## src/rtl/fp_add_control_if.sv

```systemverilog
// fp_add_control_if: control/readback bundle between the FP add/sub sequencer and its datapath
interface fp_add_control_if #(
   parameter int FRAC_W = 26,
   parameter int EXP_W  = 8,
   parameter int SH_W   = 5
);
   logic              start;
   logic              eff_sub;
   logic [EXP_W-1:0]  exp_diff_in;
   logic [FRAC_W-1:0] ula_result;
   logic              round_ovf_in;
   logic [SH_W-1:0]   tamanho;
   logic [SH_W-1:0]   tamanho2;
   logic [EXP_W-1:0]  tamanho3;
   logic              soma_multiplica_small_ula;
   logic              soma_multiplica_big_ula;
   logic              subtrador_big_ula;
   logic              decisor_mux_expoente_escolhido;
   logic              decisor_mux_saida_big_ula;
   logic              decisor_shift_right_left;
   logic              subtrador_Somador_subtrador;
   logic              load;
   logic              busy;
   logic              done;
   logic              zero_out;
   logic              renorm_err;
   modport master (
      input  start, eff_sub, exp_diff_in, ula_result, round_ovf_in,
      output tamanho, tamanho2, tamanho3, soma_multiplica_small_ula, soma_multiplica_big_ula,
             subtrador_big_ula, decisor_mux_expoente_escolhido, decisor_mux_saida_big_ula,
             decisor_shift_right_left, subtrador_Somador_subtrador, load, busy, done,
             zero_out, renorm_err
   );
   modport slave (
      output start, eff_sub, exp_diff_in, ula_result, round_ovf_in,
      input  tamanho, tamanho2, tamanho3, soma_multiplica_small_ula, soma_multiplica_big_ula,
             subtrador_big_ula, decisor_mux_expoente_escolhido, decisor_mux_saida_big_ula,
             decisor_shift_right_left, subtrador_Somador_subtrador, load, busy, done,
             zero_out, renorm_err
   );
endinterface

```

## src/rtl/fp_add_control.sv

```systemverilog
// fp_add_control: start/done sequencer stepping the FP add/sub datapath through
// compare, align, add/sub, normalize, round and optional re-normalization.
module fp_add_control #(
   parameter int FRAC_W     = 26,
   parameter int EXP_W      = 8,
   parameter int SH_W       = 5,
   parameter int MAX_RENORM = 1
) (
   input logic clk,
   input logic reset,
   fp_add_control_if.master bus
);
   typedef enum logic [3:0] {
      IDLE, EXP, ALIGN, CALC, SET_E, LD_E, SET_N, LD_N, CHECK, SET_R, LD_R, DONE
   } state_t;
   localparam int CW = $clog2(MAX_RENORM + 2);
   state_t state_q, state_d;
   logic eff_sub_q, zero_q, err_q;
   logic [CW-1:0] cnt_q;
   logic [EXP_W-1:0] diff_q, tamanho3_q, tamanho3_d;
   logic [SH_W-1:0] lz_q, lz_d, tamanho_q, tamanho2_q, tamanho2_d;
   logic small_q, small_d, big_q, big_d, sub_big_q, sub_big_d, mux_exp_q, mux_exp_d;
   logic mux_saida_q, mux_saida_d, left_q, left_d, sub_som_q, sub_som_d;
   logic load_q, load_d, busy_q, busy_d, done_q, done_d;
   logic ula_zero, in_e, in_n, in_r;
   assign ula_zero = bus.ula_result == '0;
   always_comb begin
      lz_d = '0;
      for (int i = 0; i < FRAC_W; i++)
         if (bus.ula_result[i]) lz_d = SH_W'(FRAC_W - 1 - i);
   end
   always_comb begin
      state_d = state_q;
      case (state_q)
         IDLE:    state_d = bus.start ? EXP : IDLE;
         EXP:     state_d = ALIGN;
         ALIGN:   state_d = CALC;
         CALC:    state_d = ula_zero ? DONE : SET_E;
         SET_E:   state_d = LD_E;
         LD_E:    state_d = SET_N;
         SET_N:   state_d = LD_N;
         LD_N:    state_d = CHECK;
         CHECK:   state_d = (bus.round_ovf_in && cnt_q < CW'(MAX_RENORM)) ? SET_R : DONE;
         SET_R:   state_d = LD_R;
         LD_R:    state_d = CHECK;
         default: state_d = IDLE;
      endcase
      // outputs are registered from the state being entered, so they line up with it
      in_e        = state_d == SET_E || state_d == LD_E;
      in_n        = state_d == SET_N || state_d == LD_N;
      in_r        = state_d == SET_R || state_d == LD_R;
      small_d     = state_d == EXP;
      big_d       = state_d == CALC;
      sub_big_d   = state_d == CALC && eff_sub_q;
      mux_exp_d   = in_n || in_r;
      mux_saida_d = in_r;
      left_d      = in_n;
      sub_som_d   = in_n;
      load_d      = state_d == LD_E || state_d == LD_N || state_d == LD_R;
      tamanho2_d  = in_n ? lz_q : in_r ? SH_W'(1) : '0;
      tamanho3_d  = in_e ? diff_q : in_n ? EXP_W'(lz_q) : in_r ? EXP_W'(1) : '0;
      done_d      = state_d == DONE;
      busy_d      = state_d != IDLE;
   end
   always_ff @(posedge clk or posedge reset) begin
      if (reset) begin
         state_q     <= IDLE;
         eff_sub_q   <= 1'b0;
         zero_q      <= 1'b0;
         err_q       <= 1'b0;
         cnt_q       <= '0;
         diff_q      <= '0;
         lz_q        <= '0;
         tamanho_q   <= '0;
         tamanho2_q  <= '0;
         tamanho3_q  <= '0;
         small_q     <= 1'b0;
         big_q       <= 1'b0;
         sub_big_q   <= 1'b0;
         mux_exp_q   <= 1'b0;
         mux_saida_q <= 1'b0;
         left_q      <= 1'b0;
         sub_som_q   <= 1'b0;
         load_q      <= 1'b0;
         busy_q      <= 1'b0;
         done_q      <= 1'b0;
      end else begin
         state_q     <= state_d;
         tamanho2_q  <= tamanho2_d;
         tamanho3_q  <= tamanho3_d;
         small_q     <= small_d;
         big_q       <= big_d;
         sub_big_q   <= sub_big_d;
         mux_exp_q   <= mux_exp_d;
         mux_saida_q <= mux_saida_d;
         left_q      <= left_d;
         sub_som_q   <= sub_som_d;
         load_q      <= load_d;
         busy_q      <= busy_d;
         done_q      <= done_d;
         if (state_q == IDLE && bus.start) begin
            eff_sub_q <= bus.eff_sub;
            zero_q    <= 1'b0;
            err_q     <= 1'b0;
            cnt_q     <= '0;
         end
         if (state_q == ALIGN) begin
            tamanho_q <= (bus.exp_diff_in >= EXP_W'(FRAC_W)) ? SH_W'(FRAC_W) : bus.exp_diff_in[SH_W-1:0];
            diff_q    <= bus.exp_diff_in;
         end
         if (state_q == CALC) begin
            lz_q   <= lz_d;
            zero_q <= ula_zero;
         end
         if (state_q == CHECK && bus.round_ovf_in) begin
            if (cnt_q < CW'(MAX_RENORM)) cnt_q <= cnt_q + CW'(1);
            else err_q <= 1'b1;
         end
      end
   end
   assign bus.tamanho                        = tamanho_q;
   assign bus.tamanho2                       = tamanho2_q;
   assign bus.tamanho3                       = tamanho3_q;
   assign bus.soma_multiplica_small_ula      = small_q;
   assign bus.soma_multiplica_big_ula        = big_q;
   assign bus.subtrador_big_ula              = sub_big_q;
   assign bus.decisor_mux_expoente_escolhido = mux_exp_q;
   assign bus.decisor_mux_saida_big_ula      = mux_saida_q;
   assign bus.decisor_shift_right_left       = left_q;
   assign bus.subtrador_Somador_subtrador    = sub_som_q;
   assign bus.load                           = load_q;
   assign bus.busy                           = busy_q;
   assign bus.done                           = done_q;
   assign bus.zero_out                       = zero_q;
   assign bus.renorm_err                     = err_q;
endmodule

```

## src/flat_wrapper.sv

```systemverilog
// flat-port wrapper written by rule: the top's interface ports become plain ports
module fp_add_control_flat 
#(
   parameter int FRAC_W     = 26,
   parameter int EXP_W      = 8,
   parameter int SH_W       = 5,
   parameter int MAX_RENORM = 1
)
  (clk, reset, bus_start, bus_eff_sub, bus_exp_diff_in, bus_ula_result, bus_round_ovf_in, bus_tamanho, bus_tamanho2, bus_tamanho3, bus_soma_multiplica_small_ula, bus_soma_multiplica_big_ula, bus_subtrador_big_ula, bus_decisor_mux_expoente_escolhido, bus_decisor_mux_saida_big_ula, bus_decisor_shift_right_left, bus_subtrador_Somador_subtrador, bus_load, bus_busy, bus_done, bus_zero_out, bus_renorm_err);
  fp_add_control_if #(.FRAC_W(FRAC_W), .EXP_W(EXP_W), .SH_W(SH_W)) bus_i ();
  input logic clk;
  input logic reset;
  input wire logic [$bits(bus_i.start)-1:0] bus_start;
  input wire logic [$bits(bus_i.eff_sub)-1:0] bus_eff_sub;
  input wire logic [$bits(bus_i.exp_diff_in)-1:0] bus_exp_diff_in;
  input wire logic [$bits(bus_i.ula_result)-1:0] bus_ula_result;
  input wire logic [$bits(bus_i.round_ovf_in)-1:0] bus_round_ovf_in;
  output wire logic [$bits(bus_i.tamanho)-1:0] bus_tamanho;
  output wire logic [$bits(bus_i.tamanho2)-1:0] bus_tamanho2;
  output wire logic [$bits(bus_i.tamanho3)-1:0] bus_tamanho3;
  output wire logic [$bits(bus_i.soma_multiplica_small_ula)-1:0] bus_soma_multiplica_small_ula;
  output wire logic [$bits(bus_i.soma_multiplica_big_ula)-1:0] bus_soma_multiplica_big_ula;
  output wire logic [$bits(bus_i.subtrador_big_ula)-1:0] bus_subtrador_big_ula;
  output wire logic [$bits(bus_i.decisor_mux_expoente_escolhido)-1:0] bus_decisor_mux_expoente_escolhido;
  output wire logic [$bits(bus_i.decisor_mux_saida_big_ula)-1:0] bus_decisor_mux_saida_big_ula;
  output wire logic [$bits(bus_i.decisor_shift_right_left)-1:0] bus_decisor_shift_right_left;
  output wire logic [$bits(bus_i.subtrador_Somador_subtrador)-1:0] bus_subtrador_Somador_subtrador;
  output wire logic [$bits(bus_i.load)-1:0] bus_load;
  output wire logic [$bits(bus_i.busy)-1:0] bus_busy;
  output wire logic [$bits(bus_i.done)-1:0] bus_done;
  output wire logic [$bits(bus_i.zero_out)-1:0] bus_zero_out;
  output wire logic [$bits(bus_i.renorm_err)-1:0] bus_renorm_err;
  assign bus_i.start = bus_start;
  assign bus_i.eff_sub = bus_eff_sub;
  assign bus_i.exp_diff_in = bus_exp_diff_in;
  assign bus_i.ula_result = bus_ula_result;
  assign bus_i.round_ovf_in = bus_round_ovf_in;
  assign bus_tamanho = bus_i.tamanho;
  assign bus_tamanho2 = bus_i.tamanho2;
  assign bus_tamanho3 = bus_i.tamanho3;
  assign bus_soma_multiplica_small_ula = bus_i.soma_multiplica_small_ula;
  assign bus_soma_multiplica_big_ula = bus_i.soma_multiplica_big_ula;
  assign bus_subtrador_big_ula = bus_i.subtrador_big_ula;
  assign bus_decisor_mux_expoente_escolhido = bus_i.decisor_mux_expoente_escolhido;
  assign bus_decisor_mux_saida_big_ula = bus_i.decisor_mux_saida_big_ula;
  assign bus_decisor_shift_right_left = bus_i.decisor_shift_right_left;
  assign bus_subtrador_Somador_subtrador = bus_i.subtrador_Somador_subtrador;
  assign bus_load = bus_i.load;
  assign bus_busy = bus_i.busy;
  assign bus_done = bus_i.done;
  assign bus_zero_out = bus_i.zero_out;
  assign bus_renorm_err = bus_i.renorm_err;
  fp_add_control #(.FRAC_W(FRAC_W), .EXP_W(EXP_W), .SH_W(SH_W), .MAX_RENORM(MAX_RENORM)) u_core (.clk(clk), .reset(reset), .bus(bus_i));
endmodule
```

## config.mk

```make
export PLATFORM = sky130hd
export DESIGN_NAME = fp_add_control_flat
export DESIGN_NICKNAME = d
export VERILOG_FILES = /design/src/rtl/fp_add_control_if.sv /design/src/rtl/fp_add_control.sv /design/src/flat_wrapper.sv
export SDC_FILE = /design/constraint.sdc
export NUM_CORES = 1
export LEC_CHECK = 0
export ABC_AREA = 1
export ABC_CLOCK_PERIOD_IN_PS = 1600
export CORE_MARGIN = 3
export CORE_UTILIZATION = 55
export DETAILED_ROUTE_END_ITERATION = 10
export DONT_BUFFER_PORTS = 1
export GPL_TIMING_DRIVEN = 0
export PLACE_DENSITY = 0.73
export SLEW_MARGIN = 10
export SYNTH_ARGS = -nofsm -noshare
export SYNTH_HDL_FRONTEND = slang
export SYNTH_SLANG_ARGS = --single-unit
```

## constraint.sdc

```tcl
create_clock -name clk -period 1.6 [get_ports clk]
set_input_delay 0.48 -clock clk [delete_from_list [all_inputs] [get_ports clk]]
set_output_delay 0.48 -clock clk [all_outputs]
set_load 0.05 [all_outputs]
```

==> results.json <==
{
  "slowest_stage": "dfrtp_1",
  "relSlewSlack_pct": 33.93,
  "nets": 326,
  "critPathLaunchType": "flop",
  "cts_tree": "done",
  "ir_worst_vdd_mv": 0.6593,
  "setup_ws_ps": -14.12,
  "worstMarginPinSlew_ps": 989.0,
  "synthTopCellsByArea": "dfrtp_1, nand2_1, inv_1, nor2_1, o21ai_0",
  "synthFlopType": "dfrtp_1",
  "ys_warn_count": 0,
  "max_freq_mhz": 619.5,
  "worstPathCellList": "nor2_1 -> inv_1 -> nor2_4 -> inv_1 -> nor2_2 -> a21oi_1 -> nor2_1 -> nor3_1 -> nand2_1",
  "grt.total_usage_pct": 18.51,
  "overflow": 0,
  "fin_hold_ws_ps": 261.9,
  "place_area_sq_um": 2257,
  "syn2layout_area_growth_pct": 10.99,
  "timing.critical_path.buf_inv": 2,
  "crit_family": "simple AND/OR/NAND/NOR gates",
  "vias_per_cell": 5.096,
  "clkSlewWorstSetupHoldPaths_ps": 80,
  "place_congestion": 0.8379,
  "die_w_um": 69.04,
  "rr_worst_depth": 9,
  "max_stage_delay_ps": 440,
  "synthSimpleGateAreaFrac_pct": 24.10,
  "slew_violations": 0,
  "root_buffer": "clkbuf_8",
  "place_ws_ps": -236.5,
  "report.final.hold_viol_count": 0,
  "cts_buffers": 5,
  "die_height_um": 69.04,
  "clock_skew_ps": 5.967,
  "rsz0062_at_grt": "yes",
  "synth_compound_area_share_pct": 8.586,
  "drive_above_1_share_pct": 8.711,
  "min_path_type": "in2async",
  "dieArea_sq_um": 4767,
  "num_vias": 1707,
  "worstReg2RegEnd": "u_core.bus.busy",
  "cts_hold_buf": 0,
  "critical_path_class": "reg2reg",
  "fin_crit_ps": 1614,
  "drc": 0,
  "antenna_found_initial": 0,
  "yosysUniqueCellTypes": 21,
  "grt_max_degree": 50,
  "drt_pass1_iterations": 5,
  "grt_pass1_vias": 1582,
  "yosys.area.top_type": "dfrtp_1",
  "antenna_left": 0,
  "synth-edff-count": 0,
  "cp_max_fo": 6,
  "drtIter0Drc": 111,
  "core_area_sq_um": 3744,
  "syn_avg_cell_area_sq_um": 7.949,
  "drv_cap": 0,
  "synthesis.area_sq_um": 2186,
  "start_util_pct": 58.39,
  "synth_adder_area_share_pct": 0.5724,
  "power.total_mw": 4.675,
  "dp_hpwl_um": 3073,
  "yosys-top-cells-count": "nand2_1, inv_1, dfrtp_1, nor2_1, o21ai_0",
  "synthXorXnorAreaFrac_pct": 0,
  "async_reset_ff_share_pct": 100.0,
  "cp_data_required_time_ps": 1830,
  "syn-num-nets": 315,
  "diodes": 0,
  "ys_seq_area_share_pct": 56.10,
  "synthCells": 275,
  "htreeDepth": 2,
  "routed_wl_um": 4222,
  "synth.most_common_cell": "nand2_1",
  "r2r-start": "u_core.state_q[2]",
  "io_buffers": 0,
  "grt_pass1_wl_um": 7058,
  "synth_top_family_by_area": "simple AND/OR/NAND/NOR gates",
  "num_rows": 22,
  "post-route-period-util_pct": 100.9,
  "clk_latency_ps": 300,
  "final_area_sq_um": 2426,
  "setup_viol": 1,
  "reg2reg_slack_ps": -10,
  "status": "complete, but fails checks",
  "cp-end-kind": "flop",
  "synthMuxAreaShare_pct": 0,
  "violations": "negative setup slack",
  "cellLeakagePower_nw": 1.289,
  "ys_ff_latch": 49,
  "synth_top_area_share_pct": 56.10,
  "clk_path_buf_depth": 2,
  "timing.setup.tns_ps": -14.12,
  "power_density_nw_per_um2": 1927,
  "cts.sinks": 49,
  "crit_arrival_ps": 1850,
  "wl_per_cell_um": 12.60,
  "ios": 69
}
## cell families after synthesis
group	count (synthesis)
compound gates	34
fa+ha+maj	1
buf+inv	61
flops	49
simple gates	130
## cells in the final DEF (no fill, tap or decap), types with 5 or more instances in the layout
| master | count |
|---|---|
| nand2_1 | 66 |
| inv_1 | 56 |
| dfrtp_1 | 48 |
| nor2_1 | 35 |
| o21ai_0 | 15 |
| nand3_1 | 12 |
| a21oi_1 | 7 |
| o22ai_1 | 7 |
| clkbuf_8 | 5 |
## worst max-delay path by stage
stage | end | cells after the start | slack [ps] | from
2_1_floorplan | u_core.lz_q[0] | 27 | -90 | bus_ula_result[1]
3_3_place_gp | u_core.bus.busy | 9 | -210 | u_core.state_q[2]
3_5_place_dp | u_core.bus.tamanho3[2] | 8 | -240 | bus_ula_result[11]
4_1_cts | u_core.diff_q[5] | 5 | 0.4 | u_core.state_q[2]
5_1_grt | u_core.lz_q[0] | 27 | -210 | bus_ula_result[1]
6_report | u_core.bus.busy | 9 | -10 | u_core.state_q[2]
## through the flow
stage | utilization, % | instances
6_report | 64.81 | 335
5_1_grt | 64.81 | 335
4_1_cts | 63.24 | 331
3_5_place_dp | 60.29 | 323
3_3_place_gp | 60.29 | 323
2_1_floorplan | - | 275
## where the power goes
part | leakage [nW] | switching (mW) | internal (mW)
Combinational | 0.616 | 0.838 | 0.448
Sequential | 0.633 | 1.03 | 1.68
Clock | 0.0395 | 0.372 | 0.311
Total | 1.29 | 2.24 | 2.44
## timing repair
action                     in CTS  in global routing
pin swaps                       0                  2
setup endpoints to repair      24                 21
gates resized for setup         9                 10
setup buffers                   0                  4
## worst register-to-register path: stages (launching register included)
cell and delay (ps):
dfrtp_1 440, nor2_1 160, inv_1 130, nor2_4 170, inv_1 110, nor2_2 190, a21oi_1 60, nor2_1 150
nor3_1 80, nand2_1 80
## registers in the layout, summed over array words and instances, names as in the netlist, 2 cells and up
signal and count:
u_core.state_q 4, u_core.lz_q 5, u_core.bus.tamanho 5, u_core.diff_q 8, u_core.bus.tamanho2 5, u_core.bus.tamanho3 8, u_core.cnt_q 2
## routing by layer
| metal | wire length [um] | track usage (%) | up-vias |
|---|---|---|---|
| li1 | - | - | 863 |
| met1 | 1864 | 23.56 | 773 |
| met2 | 1991 | 29.45 | 66 |
| met3 | 302 | 6.268 | 5 |
| met4 | 64 | 6.508 | 0 |
| met5 | 0 | 0 | - |
## layout make-up
| type | instances | area [sq um] |
|---|---|---|
| fillers | 333 | 1318 |
| flip-flops and latches | 49 | 1227 |
| multi-input cells | 165 | 779.5 |
| inverters | 59 | 232.7 |
| clock buffers | 8 | 80.08 |
| well taps | 48 | 60.06 |
| repair buffers | 4 | 30.03 |
| plain buffers | 2 | 16.27 |
(Power assumes the default switching activity.)
